`src/rtl/cp0_intr_ctrl.sv`:
```
// cp0_intr_ctrl: CP0 register bank and interrupt/exception sequencer.
//   Holds Status(12), Cause(13) and EPC(14). It synchronises and masks the
//   hardware interrupt lines and picks between exception, ERET and interrupt.
//   The chosen event produces a registered one-cycle redirect to fetch.
//   Optional timer: define CP0_TIMER_EN to add Count(9) and Compare(11).
//   The timer's pending flag is OR'ed into Cause.IP[7].
// Ports:
//   clk, rst                 clock; synchronous active-high reset
//   irq_in[NUM_IRQ]          asynchronous level interrupts -> Cause.IP[2+i]
//   stall                    no request accepted while high
//   exc_req/exc_code/exc_pc/exc_bd   exception from execute stage
//   resume_pc/resume_bd      EPC/BD source for interrupts
//   eret                     return from exception
//   mtc0/c0_addr/c0_wdata    CP0 write port; c0_rdata is combinational read
//   redirect/redirect_pc     one-cycle flush + new PC
//   intr_ack                 pulse with redirect when an interrupt is taken
//   status_out/cause_out/epc_out     current register values
//
// state | meaning
// RUN   | normal operation, requests and mtc0 accepted
// REDIR | redirect pulse cycle; requests and mtc0 belong to flushed instrs
module cp0_intr_ctrl #(
  parameter int          NUM_IRQ   = 6,
  parameter logic [31:0] VECTOR_PC = 32'h0000_0008
) (
  input  logic               clk,
  input  logic               rst,
  input  logic [NUM_IRQ-1:0] irq_in,
  input  logic               stall,
  input  logic               exc_req,
  input  logic [4:0]         exc_code,
  input  logic [31:0]        exc_pc,
  input  logic               exc_bd,
  input  logic [31:0]        resume_pc,
  input  logic               resume_bd,
  input  logic               eret,
  input  logic               mtc0,
  input  logic [4:0]         c0_addr,
  input  logic [31:0]        c0_wdata,
  output logic [31:0]        c0_rdata,
  output logic               redirect,
  output logic [31:0]        redirect_pc,
  output logic               intr_ack,
  output logic [31:0]        status_out,
  output logic [31:0]        cause_out,
  output logic [31:0]        epc_out
);

  typedef enum logic {RUN, REDIR} state_t;

  state_t state, state_nxt;

  logic [7:0]         im;
  logic               exl, ie;
  logic               bd;
  logic [1:0]         ip_sw;
  logic [4:0]         exc_code_q;
  logic [31:0]        epc;
  logic [NUM_IRQ-1:0] sync1, sync2;
  logic [5:0]         ip_hw;
  logic [7:0]         ip;
  logic               pend;
  logic               take_exc, take_eret, take_intr, wr_en;

`ifdef CP0_TIMER_EN
  logic [31:0] count, compare;
  logic        phase, timer_pend;
`endif

  always_comb begin
    ip_hw = '0;
    ip_hw[NUM_IRQ-1:0] = sync2;
`ifdef CP0_TIMER_EN
    ip_hw[5] = ip_hw[5] | timer_pend;
`endif
  end

  assign ip   = {ip_hw, ip_sw};
  assign pend = ie & ~exl & (|(ip & im));

  always_comb begin
    state_nxt = state;
    take_exc  = 1'b0;
    take_eret = 1'b0;
    take_intr = 1'b0;
    wr_en     = 1'b0;
    case (state)
      RUN: begin
        if (!stall) begin
          if (exc_req)   take_exc  = 1'b1;
          else if (eret) take_eret = 1'b1;
          else if (pend) take_intr = 1'b1;
        end
        // An accepted event flushes the instruction carrying the mtc0.
        if (take_exc || take_eret || take_intr) state_nxt = REDIR;
        else                                    wr_en     = mtc0;
      end
      REDIR: state_nxt = RUN;
    endcase
  end

  always_ff @(posedge clk) begin
    if (rst) state <= RUN;
    else     state <= state_nxt;
  end

  always_ff @(posedge clk) begin
    if (rst) begin
      im          <= '0;
      exl         <= 1'b0;
      ie          <= 1'b0;
      bd          <= 1'b0;
      ip_sw       <= '0;
      exc_code_q  <= '0;
      epc         <= '0;
      sync1       <= '0;
      sync2       <= '0;
      redirect    <= 1'b0;
      redirect_pc <= '0;
      intr_ack    <= 1'b0;
    end else begin
      sync1    <= irq_in;
      sync2    <= sync1;
      redirect <= take_exc | take_eret | take_intr;
      intr_ack <= take_intr;
      if (take_exc) begin
        exl         <= 1'b1;
        epc         <= exc_pc;
        bd          <= exc_bd;
        exc_code_q  <= exc_code;
        redirect_pc <= VECTOR_PC;
      end else if (take_eret) begin
        exl         <= 1'b0;
        redirect_pc <= epc;
      end else if (take_intr) begin
        exl         <= 1'b1;
        epc         <= resume_pc;
        bd          <= resume_bd;
        exc_code_q  <= '0;
        redirect_pc <= VECTOR_PC;
      end else if (wr_en) begin
        case (c0_addr)
          5'd12: begin
            im  <= c0_wdata[15:8];
            exl <= c0_wdata[1];
            ie  <= c0_wdata[0];
          end
          5'd13:   ip_sw <= c0_wdata[9:8];
          5'd14:   epc   <= c0_wdata;
          default: ;
        endcase
      end
    end
  end

`ifdef CP0_TIMER_EN
  // Count advances on every second clock; a Count write restarts that phase.
  always_ff @(posedge clk) begin
    if (rst) begin
      count      <= '0;
      compare    <= '0;
      phase      <= 1'b0;
      timer_pend <= 1'b0;
    end else begin
      if (wr_en && c0_addr == 5'd9) begin
        count <= c0_wdata;
        phase <= 1'b0;
      end else begin
        phase <= ~phase;
        if (phase) count <= count + 32'd1;
      end
      if (wr_en && c0_addr == 5'd11) begin
        compare    <= c0_wdata;
        timer_pend <= 1'b0;
      end else if (phase && !(wr_en && c0_addr == 5'd9) && (count + 32'd1 == compare)) begin
        timer_pend <= 1'b1;
      end
    end
  end
`endif

  assign status_out = {16'h0, im, 6'h0, exl, ie};
  assign cause_out  = {bd, 15'h0, ip, 1'b0, exc_code_q, 2'b00};
  assign epc_out    = epc;

  always_comb begin
    c0_rdata = '0;
    case (c0_addr)
      5'd12: c0_rdata = status_out;
      5'd13: c0_rdata = cause_out;
      5'd14: c0_rdata = epc;
`ifdef CP0_TIMER_EN
      5'd9:  c0_rdata = count;
      5'd11: c0_rdata = compare;
`endif
      default: c0_rdata = '0;
    endcase
  end

endmodule
```
`config.mk`:
```
export PLATFORM = sky130hd
export DESIGN_NAME = cp0_intr_ctrl
export DESIGN_NICKNAME = d
export VERILOG_FILES = /design/src/rtl/cp0_intr_ctrl.sv
export SDC_FILE = /design/constraint.sdc
export NUM_CORES = 1
export LEC_CHECK = 0
export CAP_MARGIN = 20
export CORE_MARGIN = 3
export CORE_UTILIZATION = 42
export CTS_BUF_LIST = sky130_fd_sc_hd__clkbuf_4
export CTS_CLUSTER_DIAMETER = 80
export DETAILED_ROUTE_END_ITERATION = 8
export MAX_ROUTING_LAYER = met4
export PLACE_DENSITY = 0.88
export SLEW_MARGIN = 20
export SYNTH_ARGS = -nofsm -noshare
export SYNTH_HDL_FRONTEND = slang
export SYNTH_SLANG_ARGS = --single-unit
```
`constraint.sdc`:
```
create_clock -name clk -period 2.7 [get_ports clk]
set_clock_uncertainty 0.1 [all_clocks]
set_input_delay 0.54 -clock clk [delete_from_list [all_inputs] [get_ports clk]]
set_output_delay 0.54 -clock clk [all_outputs]
set_load 0.02 [all_outputs]
```
==> run_results.csv <==
group,metric,value,unit
die,die_height,113,um
logic_synthesis,yosysUniqueCellTypes,39,
sta,period_share,0.969,
sta,worst-slew-pin-transition,0.718,ns
hold_path,worstHoldPathCells,1,
logic_synthesis,synthMostInstantiatedCell,"sky130_fd_sc_hd__dfxtp_1",
final_layout,fraction_of_layout_cells_with_a_size_suffix_above_1,0.166,
logic_synthesis,share_of_yosys_cell_area_claimed_by_the_top_area_cell_type,0.405,
route,highest-signal-layer,"met4",
pwr,total_power,2.93,mW
setup_path,critPathMaxFanout,4,
global_route,global_route_wire_length_before_repair,26000,um
logic_synthesis,synth_async_sr_flop_share,0,
clocking,cts_htree_levels,3,
logic_synthesis,seq_total_area_yosys,0.405,
setup_path,worst-setup-path-type,"in -> out",
setup_path,cp_data_required_time,2.06,ns
hold_path,timing.hold.worst.class,"reg -> reg",
setup_path,worst_setup_path_start_kind,"input pin",
clocking,tritoncts,"built",
final_layout,num-nets-final,876,
logic_synthesis,postSynth.topFlopCell,"sky130_fd_sc_hd__dfxtp_1",
pwr,ratio_of_total_power_to_cell_area,395,nW/um2
die,initial_utilization,0.436,
final_layout,final_cell_area,7410,um2
final_layout,finalNonFillerCells,900,
clocking,holdBufCountCts,0,
route,router_iterations_before_antenna_repair,4,
route,route.detailed.wl_per_inst,19.1,um
clocking,cts-buffers-inserted,9,
run,drv_cap,0,
logic_synthesis,syn_area_per_cell,9.39,um2
sta,report.final.setup_viol,0,
route,wl_met2,8920,um
placement,placed_area,7300,um2
route,wl_met3,1270,um
placement,io_buffers,241,
global_route,antenna_found_initial,0,
clocking,max-clock-path-buffers,2,
global_route,grt_usage,0.264,
logic_synthesis,yosys_register_bits,97,
pwr,vdd_ir_drop_max,0.334,mV
setup_path,worstSetupEndpointType,"output pin",
logic_synthesis,synthDominantAreaCellType,"sky130_fd_sc_hd__dfxtp_1",
die,die-area,12700,um2
die,fp.dieW,113,um
global_route,grt_overflow,0,
logic_synthesis,post_synth_edffs,0,
placement,dp_slack,-0.396,ns
logic_synthesis,cells_taking_the_most_area_after_synthesis,"sky130_fd_sc_hd__dfxtp_1 41%, sky130_fd_sc_hd__mux2i_1 11%, sky130_fd_sc_hd__buf_4 7.1%",
route,drtIter0Drc,249,
sta,fmaxAchievable,382,MHz
route,post_drt_via_cell_ratio,5.36,
route,drcViolationCount,0,
sta,timing_max_transition_violations_final,0,
die,core_area,11000,um2
setup_path,worst-endpoint-arrival,1.98,ns
placement,place.detailed.instances,877,
sta,layout_setup_ws,0.0835,ns
final_layout,n_diodes,0,
pwr,p_leak,3.05,nW
clocking,worst_skew_pair.late_latency,0.41,ns
sta,hold_viol,0,
sta,maxSlewHeadroom,0.522,
setup_path,count_of_cells_along_the_worst_register_to_register_path,6,
placement,gpl.final_weighted_congestion,0.851,
sta,grt_setup_unrepaired,"false",
route,routed-via-count,4822,
logic_synthesis,post_synth_top_cells,"97 x sky130_fd_sc_hd__dfxtp_1, 51 x sky130_fd_sc_hd__mux2i_1, 48 x sky130_fd_sc_hd__nand2_1",
logic_synthesis,synth.cell_area,4790,um2
clocking,clock_sinks,97,
final_layout,area_growth_syn_to_layout,54.8,%
global_route,pin_count_of_the_biggest_net_entering_global_routing,67,
sta,post-route-min-period,2.62,ns
route,route.final.wire_length,17200,um
outcome,outcome,"complete, no violations",
clocking,clk_pin_slew_worst_paths,0.14,ns
route,drt.antenna.violating_nets,0,
placement,dp.final_hpwl,12900,um
logic_synthesis,yosys_synthesis_warning_count,0,
clocking,clockRootBuffer,"sky130_fd_sc_hd__clkbuf_4",
die,ios,282,
global_route,grt_pass1_vias,4906,
logic_synthesis,synth_cells,510,
route,route.layer.met1.wl,6520,um
die,row_count,38,
final_layout,finalCoreUtilization,0.675,
-- sequential cells by signal, summed over array words and instances (netlist names), 2 cells and up --
register,cells
epc_out,32
redirect_pc,32
im,8
ip_hw,6
sync1,6
exc_code_q,5
ip_sw,2
-- worst max-delay path, stage by stage --
cell	delay, ns
sky130_fd_sc_hd__clkdlybuf4s50_1	0.48
sky130_fd_sc_hd__nor4b_4	0.25
sky130_fd_sc_hd__buf_4	0.16
sky130_fd_sc_hd__buf_6	0.10
sky130_fd_sc_hd__buf_4	0.14
sky130_fd_sc_hd__a22o_1	0.16
sky130_fd_sc_hd__buf_4	0.14
-- cell type report --
cell class,count,area [um2]
fillers,858,3570
repair buffers,280,2700
multi-input cells,367,2440
flip-flops and latches,97,1940
well taps,140,175
clock inverters,6,83.8
clock buffers,9,67.6
inverters,1,3.75
-- repair_timing --
action / in CTS / in global routing
endpoints found under the setup margin: 32 / 32
gates cloned: 0 / 0
gates resized for setup: 134 / 11
pin swaps: 0 / 2
buffers inserted: 8 / 0
-- placed cells by master, fill, tap and decap left out, types with 3 or more instances in the layout --
master                              n
sky130_fd_sc_hd__a21oi_1           36
sky130_fd_sc_hd__a22o_1             8
sky130_fd_sc_hd__a22oi_1           36
sky130_fd_sc_hd__and2_1            17
sky130_fd_sc_hd__buf_12             9
sky130_fd_sc_hd__buf_2             26
sky130_fd_sc_hd__buf_4             29
sky130_fd_sc_hd__buf_6              5
sky130_fd_sc_hd__clkbuf_4           9
sky130_fd_sc_hd__clkdlybuf4s50_1  204
sky130_fd_sc_hd__conb_1            40
sky130_fd_sc_hd__dfxtp_1           97
sky130_fd_sc_hd__dlymetal6s2s_1     3
sky130_fd_sc_hd__mux2i_1           51
sky130_fd_sc_hd__nand2_1           47
sky130_fd_sc_hd__nand3_1            6
sky130_fd_sc_hd__nand3_2           30
sky130_fd_sc_hd__nor2_1            19
sky130_fd_sc_hd__nor2b_1           12
sky130_fd_sc_hd__nor3_1             4
sky130_fd_sc_hd__o21ai_0            7
sky130_fd_sc_hd__o22ai_1           32
-- kinds of logic after synthesis --
logic type,count (synthesis),share of synthesized area
AOI/OAI and AO/OA,126,0.173
buffers and inverters,85,0.117
DFF,97,0.405
muxes,51,0.107
other,1,0.000783
and+or+nand+nor,150,0.197
-- where the power goes --
part           switching (mW)  internal, mW
clock                   0.459         0.367
sequential             0.0468          1.48
combinational           0.279         0.302
total                   0.784          2.15
-- routing by layer --
layer / vias up / global-route usage
met5: - / -
met1: 2301 / 0.297
li1: 2248 / -
met3: 33 / 0.0572
met2: 240 / 0.456
met4: 0 / 0.106
-- worst paths after layout --
check / startpoint / end / slack [ns]
worst max register to register: im[7]$_SDFFE_PP0P_ / ie$_SDFFE_PP0P_ / 0.58
worst max-delay path: c0_addr[1] / c0_rdata[2] / 0.08
worst min register to register: sync1[5]$_SDFF_PP0_ / ip_hw[5]$_SDFF_PP0_ / 0.35
worst min-delay path: sync1[5]$_SDFF_PP0_ / ip_hw[5]$_SDFF_PP0_ / 0.35
-- stage by stage --
step                      setup TNS [ns]  hold slack [ns]
final                                  0            0.349
after floorplan                        0            0.314
after global placement             -9.91            0.319
after detailed placement          -11.31            0.339
after global routing                   0            0.348
after CTS                              0            0.353
Note: power is estimated with default switching activity, not from simulation.
